<file path="src/rtl/serial_subtractor.sv">
// Bit-serial WIDTH-bit subtractor D = a - b with borrow out B, one bit per clock, LSB first.
// Each bit is a full subtractor formed from two chained half-subtractor cells.

module half_subtractor (
  input  logic x,
  input  logic y,
  output logic d,
  output logic b
);

  assign d = x ^ y;
  assign b = ~x & y;

endmodule

module serial_subtractor #(
  parameter int unsigned WIDTH = 8
) (
  input  logic             clk,
  input  logic             rst_n,
  input  logic             start,
  input  logic [WIDTH-1:0] a,
  input  logic [WIDTH-1:0] b,
  output logic             busy,
  output logic             done,
  output logic [WIDTH-1:0] D,
  output logic             B
);

  localparam int unsigned CW = $clog2(WIDTH + 1);

  typedef enum logic [1:0] {
    S_IDLE,
    S_RUN,
    S_DONE
  } state_t;

  state_t           state, state_n;
  logic [WIDTH-1:0] a_sr, a_sr_n;
  logic [WIDTH-1:0] b_sr, b_sr_n;
  logic [WIDTH-1:0] res, res_n;
  logic [WIDTH-1:0] d_q, d_n;
  logic             b_q, b_n;
  logic             br, br_n;
  logic [CW-1:0]    cnt, cnt_n;
  logic             busy_n, done_n;

  // Per-bit full subtractor: a0 - b0 - br
  logic hs0_d, hs0_b, d_bit, hs1_b, br_next;

  half_subtractor u_hs0 (
    .x (a_sr[0]),
    .y (b_sr[0]),
    .d (hs0_d),
    .b (hs0_b)
  );

  half_subtractor u_hs1 (
    .x (hs0_d),
    .y (br),
    .d (d_bit),
    .b (hs1_b)
  );

  assign br_next = hs0_b | hs1_b;

  // State and datapath registers
  always_ff @(posedge clk or negedge rst_n) begin
    if (!rst_n) begin
      state <= S_IDLE;
      a_sr  <= '0;
      b_sr  <= '0;
      res   <= '0;
      d_q   <= '0;
      b_q   <= 1'b0;
      br    <= 1'b0;
      cnt   <= '0;
      busy  <= 1'b0;
      done  <= 1'b0;
    end else begin
      state <= state_n;
      a_sr  <= a_sr_n;
      b_sr  <= b_sr_n;
      res   <= res_n;
      d_q   <= d_n;
      b_q   <= b_n;
      br    <= br_n;
      cnt   <= cnt_n;
      busy  <= busy_n;
      done  <= done_n;
    end
  end

  // Next-state and datapath update
  always_comb begin
    state_n = state;
    a_sr_n  = a_sr;
    b_sr_n  = b_sr;
    res_n   = res;
    d_n     = d_q;
    b_n     = b_q;
    br_n    = br;
    cnt_n   = cnt;

    case (state)
      S_IDLE, S_DONE: begin
        if (state == S_DONE) begin
          state_n = S_IDLE;
        end
        if (start) begin
          state_n = S_RUN;
          a_sr_n  = a;
          b_sr_n  = b;
          res_n   = '0;
          br_n    = 1'b0;
          cnt_n   = '0;
        end
      end
      S_RUN: begin
        a_sr_n = a_sr >> 1;
        b_sr_n = b_sr >> 1;
        // Difference bit enters at the MSB so the LSB-first stream lands in place
        res_n  = (res >> 1) | (WIDTH'(d_bit) << (WIDTH - 1));
        br_n   = br_next;
        cnt_n  = cnt + CW'(1);
        if (cnt == CW'(WIDTH - 1)) begin
          state_n = S_DONE;
          d_n     = res_n;
          b_n     = br_next;
        end
      end
      default: begin
        state_n = S_IDLE;
      end
    endcase
  end

  assign busy_n = (state_n == S_RUN);
  assign done_n = (state_n == S_DONE);

  assign D = d_q;
  assign B = b_q;

endmodule

</file>
<file path="config.mk">
export PLATFORM = sky130hd
export DESIGN_NAME = serial_subtractor
export DESIGN_NICKNAME = d
export VERILOG_FILES = /design/src/rtl/serial_subtractor.sv
export SDC_FILE = /design/constraint.sdc
export NUM_CORES = 1
export LEC_CHECK = 0
export ABC_AREA = 1
export BUFFER_PORTS_ARGS = -buffer_cell sky130_fd_sc_hd__buf_2
export CORE_MARGIN = 3
export CORE_UTILIZATION = 52
export CTS_BUF_LIST = sky130_fd_sc_hd__clkbuf_4 sky130_fd_sc_hd__clkbuf_8 sky130_fd_sc_hd__clkbuf_16
export DETAILED_ROUTE_END_ITERATION = 8
export GPL_ROUTABILITY_DRIVEN = 0
export PLACE_DENSITY = 0.73
export SLEW_MARGIN = 40
export SYNTH_ARGS = -nofsm -noshare
export SYNTH_HDL_FRONTEND = slang
export SYNTH_HIERARCHICAL = 1
export SYNTH_SLANG_ARGS = --single-unit
</file>
<file path="constraint.sdc">
create_clock -name clk -period 1.6 [get_ports clk]
set_input_delay 0.16 -clock clk [delete_from_list [all_inputs] [get_ports clk]]
set_output_delay 0.16 -clock clk [all_outputs]
set_load 0.005 [all_outputs]
</file>
== Word level (Yosys, flattened, before mapping) ==
Index checks and enable logic that the tools add are counted.
Cells by class
  add/subtract/negate cells: 1
  multipliers: 0
  div/mod/pow operators: 0
  magnitude comparators: 0
  equal/unequal tests: 6
  shift-type cells: 0
  muxes and demuxes: 14
  bitwise gates (word level): 8
  reduce and logical (&&, ||, !) cells: 5
Operator list (count)
  $pmux W8 S2: 3
  $mux W8: 3
  $or A7 B8 Y8: 1
  $pmux W4 S2: 1
  $mux W2: 3
  $add A4 B1 Y4 const B: 1
  $eq A2 B1 Y1 const B: 2
  $eq A2 B2 Y1 const B: 2
  $eq A4 B3 Y1 const B: 1
  $mux W4: 1
  $pmux W2 S2: 1
  $reduce_and A2 Y1: 2
  $and A1 B1 Y1: 2
  $logic_not A2 Y1: 1
  $ne A2 B2 Y1 const B: 1
  $not A1 Y1: 2
  $pmux W1 S2: 1
  $reduce_bool A2 Y1: 1
  $reduce_or A2 Y1: 1
  $xor A1 B1 Y1: 2
  $mux W1: 1
  $or A1 B1 Y1: 1
Storage, ports and cells
  register bits after elaboration: 42
  latch bits: 0
  RAM bits: 0
  memory bits (read-only): 0
  input port bits: 19
  output and inout bits: 11
  word-level logic and storage cells: 44
  memories: 0

== Logic depth before layout (Yosys ltp) ==
  depth after elaboration: 5
  gate-level depth with buffers: 8
  depth with buffers taken out: 8

== By module ==
Netlist, hierarchy kept.
By module, submodules not included
  serial_subtractor: times used 1, cells each 215, area each 1784.2 um2, seq. area each 1026.0 um2
  half_subtractor: times used 2, cells each 3, area each 20.0 um2, seq. area each 0.0 um2

== Least setup slack after synthesis ==
No wires, ideal clock.
  path type: register to register
  start: register b_sr[0]
  end: register b_q, in the netlist B
  arrival time: 1.131 ns
  path slack: 0.353 ns
  stages on the path, launching flop included: 8
  period minus slack after synthesis: 1.247 ns
  path through: dfrtp_1 > ha_1 > inv_1 > inv_1 > ha_1 > nor2_1 > nand3b_1 > nand2_1
Between the ends
  longest elaborated chain between the ends: 4
  elaborated cells between the ends (all ways): 5
  those cells by class: bitwise (5)
Ends and longest elaborated chain
  from (decl): line 40  | logic [WIDTH-1:0] b_sr, b_sr_n;
  from (signal assigned): line 83  | b_sr <= b_sr_n;
  $xor A1 B1 Y1: line 11  | assign d = x ^ y;
  net hs0_d: line 49  | logic hs0_d, hs0_b, d_bit, hs1_b, br_next;
  $not A1 Y1: line 12  | assign b = ~x & y;
  $and A1 B1 Y1: line 12
  net hs1_b: line 49
  $or A1 B1 Y1: line 65  | assign br_next = hs0_b | hs1_b;
  to (signal assigned): line 86  | b_q <= b_n;
  to (decl): line 43  | logic b_q, b_n;
The timed path passes the listed nets, and every way through them passes these cells.
A chain may end at the register's enable or synchronous reset.

== Final worst setup path ==
  start: register cnt[0]
  end: register d_q[7], in the netlist D[7]
Between the ends
  longest elaborated chain between the ends: 2
Ends and longest elaborated chain
  from (decl): line 45  | logic [CW-1:0] cnt, cnt_n;
  from (signal assigned): line 88  | cnt <= cnt_n;
  $eq A4 B3 Y1: line 126  | if (cnt == CW'(WIDTH - 1)) begin
  $reduce_and A2 Y1 (no source line)
  to (signal assigned): line 85  | d_q <= d_n;
  to (decl): line 42  | logic [WIDTH-1:0] d_q, d_n;
Every way passes these cells.

==> flow_summary.json <==
{
  "run_status": "completed",
  "synth_simple_gate_area_share_pct": 29.56,
  "antenna_left": 0,
  "syn_nets": 243,
  "setup_violations": 0,
  "finalWorstPathRequiredPeriod_ns": 1.374,
  "clock_latency_ns": 0.35,
  "start_util_pct": 56.95,
  "relSlewSlack_pct": 70.06,
  "crit_path_end_kind": "register",
  "area_growth_pct": 17.56,
  "cp_max_fo": 9,
  "grt_pass1_wl_um": 5568,
  "ys_ff_latch": 41,
  "numCtsBuffers": 5,
  "cts.clk_slew.worst_paths_ns": 0.12,
  "dr_total_vias": 1390,
  "internal-power_uw": 2532,
  "yosys.area.top_type": "dfrtp_1",
  "die_area_um2": 4255,
  "synthAdderAreaFrac_pct": 2.058,
  "vias_per_cell": 4.603,
  "core-area_um2": 3203,
  "clock_power_share_pct": 17.5,
  "cts_sinks": 41,
  "crit_required_ns": 1.90,
  "synth_top_family_by_area": "simple AND/OR/NAND/NOR gates",
  "final_cells": 302,
  "grt.total_usage_pct": 17.08,
  "grt_max_degree": 23,
  "ys_dominant_reg_cell": "dfrtp_1",
  "die_y_um": 65.23,
  "avgSynthCellArea_um2": 8.255,
  "first_iter_violations": 85,
  "wl_um": 3106,
  "fmax_mhz": 727.7,
  "powerDensity_nw_per_um2": 1895,
  "first_pass_iters": 4,
  "die_w_um": 65.23,
  "cts_tree": "done",
  "place_area_um2": 2036,
  "grt.overflow.total": 0,
  "yosys-top-cells-count": "112 x nand2_1, 41 x dfrtp_1, 29 x inv_1, 7 x o22ai_1",
  "cts_htree_levels": 2,
  "irDropWorstVdd_mv": 1.052,
  "worstHoldStart": "a[7]",
  "netlist_instances": 221,
  "postCtsSetupBuffers": 0,
  "avgRoutedWirePerCell_um": 10.28,
  "ctsLongestPathBuffers": 2,
  "crit_arrival_ns": 1.67,
  "first_global_vias": 1323,
  "drive_gt1_share_pct": 19.38,
  "std_cell_rows": 20,
  "synth_edf_count": 0,
  "dp_cells": 292,
  "synth_cell_types": 21,
  "reg2reg_from": "cnt[0]$_DFFE_PN0P_",
  "fin_area_um2": 2145,
  "finalSetupTns_ns": 0,
  "dp_slack_ns": 0.2700,
  "worst_slack_ns": 0.2258,
  "synthMuxAreaShare_pct": 0,
  "yosysMostFrequentCell": "nand2_1",
  "rsz0062_at_grt": "false",
  "yosysSeqAreaShare_pct": 56.24,
  "skew_ns": 0.01562,
  "final_core_util_pct": 66.95,
  "yosysWarnings": 6,
  "pin_count": 30,
  "criticalPathCategory": "reg -> reg",
  "nets": 279,
  "synth_area_um2": 1824,
  "fillers": 306,
  "route.detailed.drc": 0,
  "drv_cap": 0,
  "hold_violations": 0,
  "fin_crit_sh_pct": 85.88,
  "synth_compound_area_share_pct": 3.498,
  "pwr-share-seq_pct": 43.4,
  "synth_top_area_share_pct": 56.24,
  "p_sw_uw": 1532,
  "clockRootBuffer": "clkbuf_4",
  "slew_viol_final": 0,
  "antenna_found_initial": 0,
  "register_area_um2": 1026,
  "yosys.area_share.xor_xnor_pct": 0,
  "diodes": 0,
  "cp-start-kind": "register",
  "async_flop_share_pct": 100.0,
  "dpl.hpwl_um": 2221,
  "crit_start": "cnt[0]$_DFFE_PN0P_",
  "tightest_slew_ns": 0.4491,
  "comb_power_share_pct": 39.1,
  "power_leakage_uw": 0.001231,
  "sw_frac_of_total_pct": 37.70,
  "reg2reg_slack_ns": 0.23,
  "hp-class": "in -> reg",
  "synth.area.top_cells": "dfrtp_1 56%, nand2_1 23%, inv_1 6.0%, o22ai_1 2.4%, ha_1 2.1%",
  "io_buffers": 29,
  "multiInputGateArea_um2": 640.6
}
==> worst max-delay path: stages, from the launching register on <==
cell and delay (ns):
dfrtp_1 0.43, ha_1 0.20, nand3_1 0.13, nor2_2 0.34, nand2_1 0.13, nand2_1 0.08
==> per-layer routing <==
| metal | global-route usage (%) | share of wire (%) |
|---|---|---|
| met1 | 21.85 | 48 |
| met2 | 27.05 | 45 |
| met3 | 5.641 | 4.8 |
| met4 | 6.218 | 1.6 |
| met5 | 0 | 0 |
==> path summary, 6_finish.rpt <==
path                                  endpoint  depth (start not counted)
min                        a_sr[7]$_DFFE_PN0P_                          3
max                           D[7]$_DFFE_PN0P_                          5
min reg2reg                   D[4]$_DFFE_PN0P_                          2
max reg2reg                   D[7]$_DFFE_PN0P_                          5
max in group asynchronous     D[3]$_DFFE_PN0P_                          3
min in group asynchronous  a_sr[0]$_DFFE_PN0P_                          2
==> sequential cells by signal, summed over array words and instances, names as in the netlist <==
register / count
D: 8
a_sr: 8
b_sr: 8
res: 7
cnt: 4
state: 2
B: 1
br: 1
busy: 1
done: 1
==> timing repair <==
| item | 4_1_cts | 5_1_grt |
|---|---|---|
| endpoints found under the hold margin | 19 | 1 |
| resized for setup | 0 | 0 |
| hold buffers | 1 | 1 |
==> stage by stage <==
| stage | total power (uW) | hold slack, ns |
|---|---|---|
| after global placement | 3345 | 0.1388 |
| after detailed placement | 3396 | 0.1358 |
| final | 4064 | 0.01840 |
| after floorplan | 2945 | -0.1356 |
| after CTS | 4108 | 0.006320 |
| after global routing | 4490 | 0.01562 |
==> layout by cell type (no fill, tap or decap), types with 2 or more instances in the layout <==
cell type / instances
nand2_1: 112
dfrtp_1: 41
inv_1: 29
buf_2: 29
o22ai_1: 7
clkbuf_4: 6
nand3_1: 4
nor2_1: 4
o21ai_0: 3
ha_1: 3
nand2_2: 2
nand2_4: 2
nor2_4: 2
dlygate4sd3_1: 2
buf_12: 2
==> power by group through the flow <==
| stage | clock (uW) | sequential (uW) | combinational [uW] |
|---|---|---|---|
| 6_report | 710 | 1760 | 1590 |
| 5_1_grt | 775 | 1830 | 1890 |
| 4_1_cts | 723 | 1760 | 1620 |
| 3_5_place_dp | 0 | 1780 | 1610 |
| 3_3_place_gp | 0 | 1770 | 1580 |
| 2_1_floorplan | 0 | 1750 | 1190 |
==> kinds of logic (layout without fill, tap and decap cells) <==
kind of cell             count (synthesis)  after routing
flip-flops                              41             41
adder cells (fa/ha/maj)                  3              3
buffers and inverters                   36             73
AND/OR/NAND/NOR                        130            130
AO/OA/AOI/OAI                           11             11
==> area by class of cell <==
type	instances	share of cell area (%)
clock inverters	1	1.400
flip-flops and latches	41	47.84
inverters	31	5.659
repair buffers	34	9.918
multi-input cells	144	29.87
well taps	44	2.567
clock buffers	7	2.742
Power figures use the tool's default switching activity.
